--- src/rtl/input_capture_pkg.sv ---
// ---------------------------------------------------------------------------
// input_pkg
//   Shared definitions for the input capture slice: FSM state encoding,
//   1-bit ON/OFF constants and the default switch-bank width.
//   (Package only; no ports.)
// ---------------------------------------------------------------------------
package input_pkg;

    typedef enum logic [1:0] {
        IDLE,
        HOLD,
        RELEASE
    } state_t;

    localparam logic ON  = 1'b1;
    localparam logic OFF = 1'b0;

    localparam int DEFAULT_WORD_SIZE = 8;

endpackage

--- src/rtl/input_capture_if.sv ---
// ---------------------------------------------------------------------------
// input_capture_if
//   Bundles the raw user inputs and the conditioned store/sequence outputs.
//   Signals:
//     button_raw     raw, asynchronous, bouncy store button
//     switches_raw   raw, asynchronous switch bank (WORD_SIZE bits)
//     store          store request, high for the hold window
//     sequence_word  captured switch value ("sequence" is a reserved word)
//     busy           capture FSM is not idle
//     reject         one-cycle pulse for a press with an all-zero value
//   Modports:
//     master  the capture block (drives store/sequence_word/busy/reject)
//     slave   the user side / store stage (drives the raw inputs)
// ---------------------------------------------------------------------------
interface input_capture_if #(
    parameter int WORD_SIZE = input_pkg::DEFAULT_WORD_SIZE
);
    logic                 button_raw;
    logic [WORD_SIZE-1:0] switches_raw;
    logic                 store;
    logic [WORD_SIZE-1:0] sequence_word;
    logic                 busy;
    logic                 reject;

    modport master (
        input  button_raw,
        input  switches_raw,
        output store,
        output sequence_word,
        output busy,
        output reject
    );

    modport slave (
        output button_raw,
        output switches_raw,
        input  store,
        input  sequence_word,
        input  busy,
        input  reject
    );
endinterface

--- src/rtl/input_capture_debounce.sv ---
// ---------------------------------------------------------------------------
// debounce
//   Synchronizes one raw asynchronous input through SYNC_STAGES flops and
//   debounces it: the clean output only toggles after DEBOUNCE_CYCLES
//   consecutive synchronized samples that differ from it.
//   Ports:
//     slow_clock  in   sampling clock
//     reset       in   asynchronous, active-high
//     raw         in   raw asynchronous input
//     clean       out  synchronized, debounced level
// ---------------------------------------------------------------------------
module debounce #(
    parameter int SYNC_STAGES     = 2,
    parameter int DEBOUNCE_CYCLES = 4
) (
    input  logic slow_clock,
    input  logic reset,
    input  logic raw,
    output logic clean
);
    localparam int               CNT_W    = $clog2(DEBOUNCE_CYCLES + 1);
    localparam logic [CNT_W-1:0] CNT_LAST = CNT_W'(DEBOUNCE_CYCLES - 1);

    logic [SYNC_STAGES-1:0] sync_chain;
    logic                   synced;
    logic [CNT_W-1:0]       count;

    assign synced = sync_chain[SYNC_STAGES-1];

    always_ff @(posedge slow_clock or posedge reset) begin
        if (reset) begin
            sync_chain <= '0;
            count      <= '0;
            clean      <= 1'b0;
        end else begin
            sync_chain <= {sync_chain[SYNC_STAGES-2:0], raw};
            // Any sample agreeing with the current level restarts the run,
            // so a glitch shorter than DEBOUNCE_CYCLES never gets through.
            if (synced == clean) begin
                count <= '0;
            end else if (count == CNT_LAST) begin
                clean <= ~clean;
                count <= '0;
            end else begin
                count <= count + CNT_W'(1);
            end
        end
    end
endmodule

--- src/rtl/input_capture.sv ---
// ---------------------------------------------------------------------------
// input_capture
//   Turns a bouncy store button and a raw switch bank into a clean
//   store/sequence pair. A debounced press in IDLE samples the synchronized
//   switches; a non-zero value is driven on sequence_word with store held
//   high for STORE_HOLD cycles, a zero value is refused with a reject pulse.
//   The FSM then waits for the button to be released before re-arming.
//   Ports:
//     slow_clock  in   sampling clock for all logic
//     reset       in   asynchronous, active-high
//     bus         input_capture_if.master (button_raw, switches_raw in;
//                 store, sequence_word, busy, reject out)
// ---------------------------------------------------------------------------
module input_capture
    import input_pkg::*;
#(
    parameter int WORD_SIZE       = DEFAULT_WORD_SIZE,
    parameter int SYNC_STAGES     = 2,
    parameter int DEBOUNCE_CYCLES = 4,
    parameter int STORE_HOLD      = 12
) (
    input  logic             slow_clock,
    input  logic             reset,
    input_capture_if.master  bus
);
    localparam int                HOLD_W    = $clog2(STORE_HOLD + 1);
    localparam logic [HOLD_W-1:0] HOLD_LAST = HOLD_W'(STORE_HOLD - 1);

    logic [WORD_SIZE-1:0] switch_sync [SYNC_STAGES];
    logic [WORD_SIZE-1:0] switches_synced;
    logic                 btn_db;
    logic                 btn_db_q;
    logic                 press;
    logic [HOLD_W-1:0]    hold_count;
    state_t               state;

    debounce #(
        .SYNC_STAGES     (SYNC_STAGES),
        .DEBOUNCE_CYCLES (DEBOUNCE_CYCLES)
    ) u_button (
        .slow_clock (slow_clock),
        .reset      (reset),
        .raw        (bus.button_raw),
        .clean      (btn_db)
    );

    // Switch bits are synchronized individually; they are only sampled well
    // after the button has settled, so bit skew across the bank is harmless.
    always_ff @(posedge slow_clock or posedge reset) begin
        if (reset) begin
            for (int i = 0; i < SYNC_STAGES; i++) switch_sync[i] <= '0;
        end else begin
            switch_sync[0] <= bus.switches_raw;
            for (int i = 1; i < SYNC_STAGES; i++) switch_sync[i] <= switch_sync[i-1];
        end
    end

    assign switches_synced = switch_sync[SYNC_STAGES-1];
    assign press           = btn_db & ~btn_db_q;

    // Outputs are set together with the state they belong to, so store and
    // busy are registered copies of (state == HOLD) and (state != IDLE).
    always_ff @(posedge slow_clock or posedge reset) begin
        if (reset) begin
            state             <= IDLE;
            hold_count        <= '0;
            btn_db_q          <= OFF;
            bus.store         <= OFF;
            bus.sequence_word <= '0;
            bus.busy          <= OFF;
            bus.reject        <= OFF;
        end else begin
            btn_db_q   <= btn_db;
            bus.reject <= OFF;
            case (state)
                IDLE: begin
                    if (press) begin
                        bus.busy <= ON;
                        if (switches_synced != '0) begin
                            state             <= HOLD;
                            bus.store         <= ON;
                            bus.sequence_word <= switches_synced;
                            hold_count        <= HOLD_LAST;
                        end else begin
                            // Zero is never issued; the old sequence stays.
                            state      <= RELEASE;
                            bus.reject <= ON;
                        end
                    end
                end
                HOLD: begin
                    if (hold_count == '0) begin
                        state     <= RELEASE;
                        bus.store <= OFF;
                    end else begin
                        hold_count <= hold_count - HOLD_W'(1);
                    end
                end
                RELEASE: begin
                    // Requiring a release stops a held button re-triggering.
                    if (btn_db == OFF) begin
                        state    <= IDLE;
                        bus.busy <= OFF;
                    end
                end
                default: begin
                    state     <= IDLE;
                    bus.store <= OFF;
                    bus.busy  <= OFF;
                end
            endcase
        end
    end
endmodule

--- src/flat_wrapper.sv ---
// flat-port wrapper written by rule: the top's interface ports become plain ports
module input_capture_flat import input_pkg::*;
#(
    parameter int WORD_SIZE       = DEFAULT_WORD_SIZE,
    parameter int SYNC_STAGES     = 2,
    parameter int DEBOUNCE_CYCLES = 4,
    parameter int STORE_HOLD      = 12
)
  (slow_clock, reset, bus_button_raw, bus_switches_raw, bus_store, bus_sequence_word, bus_busy, bus_reject);
  input_capture_if #(.WORD_SIZE(WORD_SIZE)) bus_i ();
  input  logic slow_clock;
  input  logic reset;
  input wire logic [$bits(bus_i.button_raw)-1:0] bus_button_raw;
  input wire logic [$bits(bus_i.switches_raw)-1:0] bus_switches_raw;
  output wire logic [$bits(bus_i.store)-1:0] bus_store;
  output wire logic [$bits(bus_i.sequence_word)-1:0] bus_sequence_word;
  output wire logic [$bits(bus_i.busy)-1:0] bus_busy;
  output wire logic [$bits(bus_i.reject)-1:0] bus_reject;
  assign bus_i.button_raw = bus_button_raw;
  assign bus_i.switches_raw = bus_switches_raw;
  assign bus_store = bus_i.store;
  assign bus_sequence_word = bus_i.sequence_word;
  assign bus_busy = bus_i.busy;
  assign bus_reject = bus_i.reject;
  input_capture #(.WORD_SIZE(WORD_SIZE), .SYNC_STAGES(SYNC_STAGES), .DEBOUNCE_CYCLES(DEBOUNCE_CYCLES), .STORE_HOLD(STORE_HOLD)) u_core (.slow_clock(slow_clock), .reset(reset), .bus(bus_i));
endmodule
--- config.mk ---
export PLATFORM = sky130hd
export DESIGN_NAME = input_capture_flat
export DESIGN_NICKNAME = d
export VERILOG_FILES = /design/src/rtl/input_capture_pkg.sv /design/src/rtl/input_capture_if.sv /design/src/rtl/input_capture_debounce.sv /design/src/rtl/input_capture.sv /design/src/flat_wrapper.sv
export SDC_FILE = /design/constraint.sdc
export NUM_CORES = 1
export LEC_CHECK = 0
export BUFFER_PORTS_ARGS = -buffer_cell sky130_fd_sc_hd__buf_2
export CAP_MARGIN = 10
export CORE_ASPECT_RATIO = 0.6
export CORE_UTILIZATION = 34
export DETAILED_ROUTE_END_ITERATION = 6
export PLACE_DENSITY = 0.52
export RECOVER_POWER = 50
export SETUP_SLACK_MARGIN = 0.15
export SKIP_LAST_GASP = 1
export SYNTH_ARGS = -nofsm -noshare
export SYNTH_HDL_FRONTEND = slang
export SYNTH_SLANG_ARGS = --single-unit
export TNS_END_PERCENT = 1
--- constraint.sdc ---
create_clock -name slow_clock -period 2.4 [get_ports slow_clock]
set_input_delay 0 -clock slow_clock [delete_from_list [all_inputs] [get_ports slow_clock]]
set_output_delay 0 -clock slow_clock [all_outputs]
set_load 0.005 [all_outputs]
---- Yosys cells after proc, flatten, opt, wreduce, memory -nomap -nowiden ----
Index checks and enable logic that the tools add are counted.
storage, ports and cells
  bits in registers ....................... 40
  bits of input ports ..................... 11
  output and inout port bits .............. 11
  word-level logic and storage cells ...... 60
cells by class
  add/sub/neg operators ................... 2
  equality and inequality tests ........... 9
  muxes and demuxes ....................... 21
  bitwise operators ....................... 6
  reduce and logical (&&, ||, !) cells .... 10
operator list
  operator                                                            number
  4-bit two-way mux                                                   3
  3-bit AND reduction                                                 3
  1-bit two-way mux                                                   8
  2-bit two-way mux                                                   4
  4-bit one-hot mux with 2 select lines                               1
  4-bit AND reduction                                                 2
  8-bit nonzero test                                                  1
  3-bit two-way mux                                                   2
  2-bit by 1-bit != test with 1-bit output, second input constant     3
  1-bit one-hot mux with 3 select lines                               2
  2-bit one-hot mux with 3 select lines                               1
  1-bit inverter                                                      5
  4-bit logical NOT                                                   1
  2-bit != test, second input constant                                2
  4-bit by 1-bit subtractor with 4-bit output, second input constant  1
  3-bit by 1-bit adder with 3-bit output, second input constant       1
  3-bit by 2-bit == test with 1-bit output, second input constant     1
  2-bit by 1-bit == test with 1-bit output, second input constant     1
  2-bit == test, second input constant                                1
  2-bit logical NOT                                                   1
  2-bit AND reduction                                                 1
  2-bit nonzero test                                                  1
  1-bit bitwise AND                                                   1
  1-bit == test                                                       1

---- Longest topological paths before layout ----
Gate-level depths: netlist of the first run.
  depth after elaboration ................. 4
  depth in mapped cells ................... 5
  mapped depth without buffers ............ 5

---- Cells and area by module ----
From an unflattened synthesis of the first run, not the netlist that was laid out.
second synthesis, totals
  cell total of the unflattened synthesis .. 102
  area total of the unflattened synthesis .. 1503.9 um^2
by module, submodules not included
  module         instances  cells each  area each (um^2)  seq. area each (um^2)
  input_capture  1          88          1283.7            850.8
  debounce       1          14          220.2             150.1

---- Worst setup path after synthesis of the first run ----
No wires, ideal clock.
  path kind ............................... flip-flop to flip-flop
  start point ............................. register u_core.state[0]
  end point ............................... register u_core.bus.sequence_word[0]
  library setup time ...................... 125 ps
  arrival time ............................ 1415 ps
  data required time ...................... 2275 ps
  path slack .............................. 860 ps
  cell stages (with the launch flop) ...... 6
  buffers on the path ..................... 1
  period minus slack after synthesis ...... 1540 ps
  cell sequence ........................... dfrtp_1 -> nand2b_1 -> nor3_1 -> and2_4 -> buf_6 -> mux2_4
between the ends
  longest elaborated chain between the ends .. 2
ends and longest elaborated chain
  element                        line                    RTL
  from (decl)                    input_capture.sv:35     state_t state;
  from (signal assigned)         input_capture.sv:65     state <= IDLE;
  from (signal assigned)         input_capture.sv:80     state <= HOLD;
  from (signal assigned)         input_capture.sv:86     state <= RELEASE;
  2-bit logical NOT              input_capture.sv:75     case (state)
  3-bit AND reduction (no line)  --
  to (signal assigned)           input_capture.sv:82     bus.sequence_word <= switches_synced;
  to (decl)                      input_capture_if.sv:29  output sequence_word,
No other way between the ends.
A chain may end at the register's enable or synchronous reset.

---- Final worst setup path of the first run ----
  start point ............................. register u_core.switch_sync, in the netlist u_core.switches_synced[0]
  end point ............................... register u_core.hold_count[1]
between the ends
  longest elaborated chain between the ends .. 3
ends and longest elaborated chain
  element                                             line                 RTL
  from (decl)                                         input_capture.sv:29  logic [WORD_SIZE-1:0] switch_sync [SYNC_STAGES];
  8-bit nonzero test                                  input_capture.sv:79  if (switches_synced != '0) begin
  2-bit by 1-bit != test with 1-bit output (no line)  --
  4-bit AND reduction (no line)                       --
  to (signal assigned)                                input_capture.sv:96  hold_count <= hold_count - HOLD_W'(1);
  to (decl)                                           input_capture.sv:34  logic [HOLD_W-1:0] hold_count;
No other way between the ends.

==> qor.txt, run 1 <==
Status: completed
Total Routing Usage GR: 12.29%
Post-Synthesis Cell Area: 1430 um^2
Worst Reg-to-Reg Cells: 4
CTS Sinks: 40
Internal cell power: 1.592 mW
Largest net degree at the start of global routing: 24
Top-Level Pins: 22
Switching power: 606.0 uW
Ratio of final minimum period to clock period: 70.78%
Grt ovf: 0
Vias in the first global route: 866
Area Growth Syn to Fin: 27.65%
Die height: 52.24 um
Clock Path Buffers: 2
YS warnings: 0
Fill cells: 343
Sw Share: 27.58%
Leak: 0.8654 nW
Required time of the critical path: 2.61 ns
Most common cell after layout, fill and taps aside: dfrtp_1
Power per cell area: 1204 nW/um^2
DRT Wirelength: 2.278 mm
Unrepaired setup endpoints after global routing: no
Share of post-route cells with drive strength above 1: 27.07%
Dpl cells: 173
Die Wd: 85.73 um
CP max FO: 5
CP Capture Type: register
Yosys cell types: 27
Peak supply drop: 0.4325 mV
Clk_lat worst skew: 0.28 ns
FF-to-FF End: u_core.hold_count[1]$_DFFE_PP0P_
Post-route non-filler standard cell count: 190
Final Critical Period: 1.699 ns
Detailed-route via count: 822
1st-iter DRT viols: 55
Max_cap viols: 0
Clock power frac: 28.3%
GP Congestion: 0.6852
Vias per cell: 4.326
Net count after synthesis: 109
Setup TNS: 0 ns
Seq pwr share: 44.7%
Num rows: 17
I/O Buffers: 21
Post-route cell area: 1826 um^2
Final Setup Violations: 0
Avg Cell Area, Syn: 15.05 um^2
Worst R2R Start: u_core.switches_synced[0]$_DFF_PP0_
Worst-Margin Slew: 0.6599 ns
Post-route DRC: 0
Worst Hold Class: in -> async
Post-synthesis sequential area ratio: 69.99%
Setup slack, reg-to-reg: 0.70 ns
Logic pwr share: 27.0%
Dpl cell area: 1603 um^2
Hold_buf cts: 10
NumNets Final: 147
Setup bufs post-CTS: 0
Num CTS Buffers: 5
CP Class: reg -> reg
CTS tree: yes
Total power: 2.198 mW
Post-DRT Antenna Nets: 0
Final Skew: 0.007150 ns
Crit start category: register
WL/cell: 11.99 um
Clk root buf: clkbuf_8
Slew headroom: 55.96%
Diode count: 0
Initial antenna violation count: 0
Final-report hold violation count: 0
Worst-path clk slew: 0.08 ns
Post-DP HPWL: 1.597 mm
CORE AREA: 3850 um^2
Count of final max-slew check failures: 0
Most frequent cells in the layout: dfrtp_1 (40), buf_2 (16), dlygate4sd3_1 (10)
Post-CTS Resized: 0
Gate Count Post-Synth: 95
Yosys reg bits: 40
FMAX: 588.7 MHz
Die area: 4478 um^2
Initial core utilization: 37.15%
Worst EP arrival: 1.91 ns
Detailed-router iteration count before antenna repair: 4
First-pass GRT wire length: 3.953 mm
H-Tree Depth: 2
routing by layer:
layer / track usage (%) / up-vias / wire (um) / share of wire [%]
li1: - / 397 / - / -
met1: 16.38 / 408 / 1138 / 50
met2: 18.00 / 15 / 1038 / 46
met3: 4.724 / 2 / 93 / 4.1
met4: 5.278 / 0 / 7 / 0.31
met5: 0 / - / 0 / 0
area by class of cell:
cell class	count	area [um^2]	area share [%]
sequential	40	1001	54.83
timing repair buffer	32	206.4	11.31
tap	57	71.32	3.907
clock inverter	2	60.06	3.290
inverter	7	26.28	1.439
clock buffer	5	68.82	3.770
multi-input combinational	47	391.6	21.45
critical path: stages (launching register included):
cell and delay (ns):
dfrtp_1 0.39, nor4_1 0.41, nand2_1 0.18, o32ai_2 0.43
mux2i_1 0.23
cell usage after synthesis:
cell type	number	area, um^2
o21ai_0	1	5.000
xnor2_1	1	8.760
nor2_1	5	18.77
a31oi_1	1	6.260
nor3_1	3	15.01
a21o_2	1	8.760
a21o_1	1	7.510
o21ba_1	1	10.01
o21ai_1	1	5.000
ha_1	3	37.54
inv_1	7	26.28
a21oi_1	2	10.01
nor3b_1	2	15.01
dfrtp_1	40	1001
nand2b_1	2	12.51
nor2b_1	1	6.260
and2_4	1	8.760
nor4_1	3	18.77
o32ai_2	1	16.27
o22ai_1	2	12.51
mux2i_1	1	10.01
nand2_1	3	11.26
buf_6	1	11.26
mux2_4	8	120.1
o31ai_1	1	7.510
o41ai_1	1	8.760
mux2_2	1	11.26
metrics by stage:
stage          worst slack (ns)  hold WS [ns]  utilization (%)
6_report                 0.7012        0.3490            47.42
3_5_place_dp             0.6929        0.1093            41.63
3_3_place_gp             0.7235        0.1082            41.63
4_1_cts                  0.6784        0.3431            47.58
2_1_floorplan            0.8603       0.03143                -
5_1_grt                  0.4951        0.3494            47.42
registers in the layout, indices dropped and copies added (netlist names):
name                        cells
u_core.hold_count               4
u_core.bus.sequence_word        8
u_core.switch_sync              8
u_core.bus.busy                 1
u_core.u_button.count           3
u_core.u_button.sync_chain      2
u_core.bus.reject               1
u_core.state                    2
u_core.bus.store                1
u_core.u_button.clean           1
u_core.btn_db_q                 1
u_core.switches_synced          8
logic make-up (layout without fill, tap and decap cells):
| family | count (synthesis) | in the layout | synth area share [%] |
|---|---|---|---|
| AO/OA/AOI/OAI | 13 | 13 | 6.825 |
| XOR/XNOR | 1 | 1 | 0.6125 |
| adder cells (fa/ha/maj) | 3 | 3 | 2.625 |
| buffers and inverters | 8 | 46 | 2.625 |
| flip-flops | 40 | 40 | 69.99 |
| multiplexers | 10 | 10 | 9.887 |
| AND/OR/NAND/NOR | 20 | 20 | 7.436 |
power groups by stage:
stage / combinational [mW] / sequential, mW / clock, mW
6_report: 0.593 / 0.982 / 0.622
4_1_cts: 0.613 / 0.979 / 0.639
5_1_grt: 0.663 / 1.01 / 0.668
2_1_floorplan: 0.435 / 0.976 / 0
3_3_place_gp: 0.581 / 0.989 / 0
3_5_place_dp: 0.593 / 0.992 / 0
how the worst max path moves through the flow:
stage,slack [ns],endpoint,start,depth (start not counted)
3_3_place_gp,0.72,u_core.hold_count[1]$_DFFE_PP0P_,u_core.switches_synced[4]$_DFF_PP0_,4
3_5_place_dp,0.69,u_core.hold_count[1]$_DFFE_PP0P_,u_core.switches_synced[0]$_DFF_PP0_,4
2_1_floorplan,0.86,u_core.bus.sequence_word[0]$_DFFE_PP0P_,u_core.state[0]$_DFFE_PP0P_,5
5_1_grt,0.50,u_core.hold_count[1]$_DFFE_PP0P_,u_core.switches_synced[0]$_DFF_PP0_,4
6_report,0.70,u_core.hold_count[1]$_DFFE_PP0P_,u_core.switches_synced[0]$_DFF_PP0_,4
4_1_cts,0.68,u_core.hold_count[1]$_DFFE_PP0P_,u_core.switches_synced[0]$_DFF_PP0_,4
Note: power is estimated with default switching activity, not from simulation.
==> run 2: changes to the inputs <==
==> constraint.sdc (replaced) <==
create_clock -name slow_clock -period 1.7 [get_ports slow_clock]
set_input_delay 0 -clock slow_clock [delete_from_list [all_inputs] [get_ports slow_clock]]
set_output_delay 0 -clock slow_clock [all_outputs]
set_load 0.005 [all_outputs]
==> qor.txt, run 2 (synthesized netlist as in run 1, its figures left out) <==
Peak supply drop: 0.7282 mV
Initial core utilization: 37.15%
NumNets Final: 152
Slew headroom: 35.27%
Switching power: 891.1 uW
WL/cell: 11.93 um
Setup slack, reg-to-reg: 0.11 ns
GP Congestion: 0.7317
Sw Share: 30.11%
Diode count: 0
Worst Hold Class: in -> reg
Vias in the first global route: 844
CP max FO: 5
Unrepaired setup endpoints after global routing: yes
Most frequent cells in the layout: dfrtp_1 (40), buf_2 (19), dlygate4sd3_1 (10)
Top-Level Pins: 22
Worst-path clk slew: 0.08 ns
Worst Reg-to-Reg Cells: 6
Final Skew: 0.005544 ns
Status: completed
Die area: 4478 um^2
Logic pwr share: 30.7%
Total Routing Usage GR: 12.80%
Post-route DRC: 0
CTS tree: yes
DRT Wirelength: 2.339 mm
CP Class: reg -> reg
Slowest stage delay, CP: 0.39 ns
FF-to-FF End: u_core.hold_count[1]$_DFFE_PP0P_
Leak: 0.8761 nW
Ratio of final minimum period to clock period: 93.45%
H-Tree Depth: 2
Die Wd: 85.73 um
Internal cell power: 2.069 mW
Clk root buf: clkbuf_8
Crit start category: register
Worst-Margin Slew: 0.9710 ns
Final Critical Period: 1.589 ns
Detailed-route via count: 825
Hold Crit Depth: 2
Dpl cells: 178
FMAX: 629.5 MHz
Clock Path Buffers: 2
Post-DRT Antenna Nets: 0
1st-iter DRT viols: 38
CP Capture Type: register
Hold path start: bus_switches_raw[2]
Required time of the critical path: 1.91 ns
Grt ovf: 0
Final-report hold violation count: 0
Initial antenna violation count: 0
Max_cap viols: 0
Crit-path cells: nor4_2 > buf_4 > nand2_1 > o32ai_2 > buf_4 > mux2i_1
CTS Sinks: 40
Hold slack final: 0.3360 ns
Most common cell after layout, fill and taps aside: dfrtp_1
First-pass GRT wire length: 4.015 mm
Setup TNS: 0 ns
Num CTS Buffers: 5
Count of final max-slew check failures: 0
I/O Buffers: 21
Num rows: 17
Vias per cell: 4.209
Post-route non-filler standard cell count: 196
Detailed-router iteration count before antenna repair: 2
CORE AREA: 3850 um^2
Worst EP arrival: 1.80 ns
CP max stage cell: dfrtp_1
Most common cell on crit path: buf_4
Seq pwr share: 47.1%
Worst R2R Start: u_core.switches_synced[5]$_DFF_PP0_
Power per cell area: 1604 nW/um^2
Hold path endpoint: u_core.switch_sync[10]$_DFF_PP0_
Post-DP HPWL: 1.605 mm
Share of post-route cells with drive strength above 1: 33.81%
Clock power frac: 22.2%
Area Growth Syn to Fin: 29.05%
Final Setup Violations: 0
Fill cells: 356
Die height: 52.24 um
Clk_lat worst skew: 0.29 ns
Largest net degree at the start of global routing: 41
run 2: worst max-delay path, delay by kind of cell (launching register included):
family,cells,cell delay [ns]
flops,1,0.39
buf+inv,2,0.33
compound gates,1,0.22
mux,1,0.19
simple gates,2,0.37
run 2: per-layer routing:
layer	track usage, %	vias up	routed length (um)
met2	17.60	16	989
met3	5.197	5	94
met4	7.500	0	37
met1	17.03	394	1217
met5	0	-	0
li1	-	410	-
run 2: worst max-delay path by stage:
| stage | from | end | slack (ns) |
|---|---|---|---|
| after global placement | u_core.switches_synced[0]$_DFF_PP0_ | u_core.bus.sequence_word[3]$_DFFE_PP0P_ | 0.09 |
| after global routing | u_core.switches_synced[5]$_DFF_PP0_ | u_core.hold_count[1]$_DFFE_PP0P_ | -0.03 |
| after floorplan | u_core.state[0]$_DFFE_PP0P_ | u_core.bus.sequence_word[0]$_DFFE_PP0P_ | 0.16 |
| after detailed placement | u_core.switches_synced[0]$_DFF_PP0_ | u_core.hold_count[1]$_DFFE_PP0P_ | 0.05 |
| final | u_core.switches_synced[5]$_DFF_PP0_ | u_core.hold_count[1]$_DFFE_PP0P_ | 0.11 |
| after CTS | u_core.switches_synced[5]$_DFF_PP0_ | u_core.hold_count[1]$_DFFE_PP0P_ | 0.09 |
run 2: what timing repair did:
item,in CTS,in global routing
endpoints found under the setup margin,12,13
hold buffers,10,0
pin swaps,2,0
gates resized for setup,2,0
gates cloned,0,0
endpoints found under the hold margin,49,0
buffers inserted,0,0
run 2: cell type report:
class	count	area, um^2	area share (%)
Sequential cell	40	1001	54.24
Multi-Input combinational cell	47	404.1	21.90
Timing Repair Buffer	37	245.2	13.29
Clock buffer	6	82.58	4.475
Tap cell	57	71.32	3.864
Inverter	7	26.28	1.424
Clock inverter	2	15.01	0.8136
run 2: metrics by stage:
step	setup slack (ns)	area [um^2]	total power, mW	util [%]
6_report	0.1114	1846	2.960	47.94
5_1_grt	-0.02566	1846	3.174	47.94
3_5_place_dp	0.04954	1640	2.324	42.61
3_3_place_gp	0.09120	1640	2.288	42.61
4_1_cts	0.08600	1851	3.011	48.07
2_1_floorplan	0.1603	1430	1.991	-
run 2: power by group through the flow:
| stage | Combinational (mW) | Clock, mW | Sequential (mW) |
|---|---|---|---|
| 6_report | 0.910 | 0.656 | 1.39 |
| 5_1_grt | 1.02 | 0.716 | 1.44 |
| 4_1_cts | 0.928 | 0.682 | 1.40 |
| 3_5_place_dp | 0.915 | 0 | 1.41 |
| 3_3_place_gp | 0.883 | 0 | 1.41 |
| 2_1_floorplan | 0.614 | 0 | 1.38 |
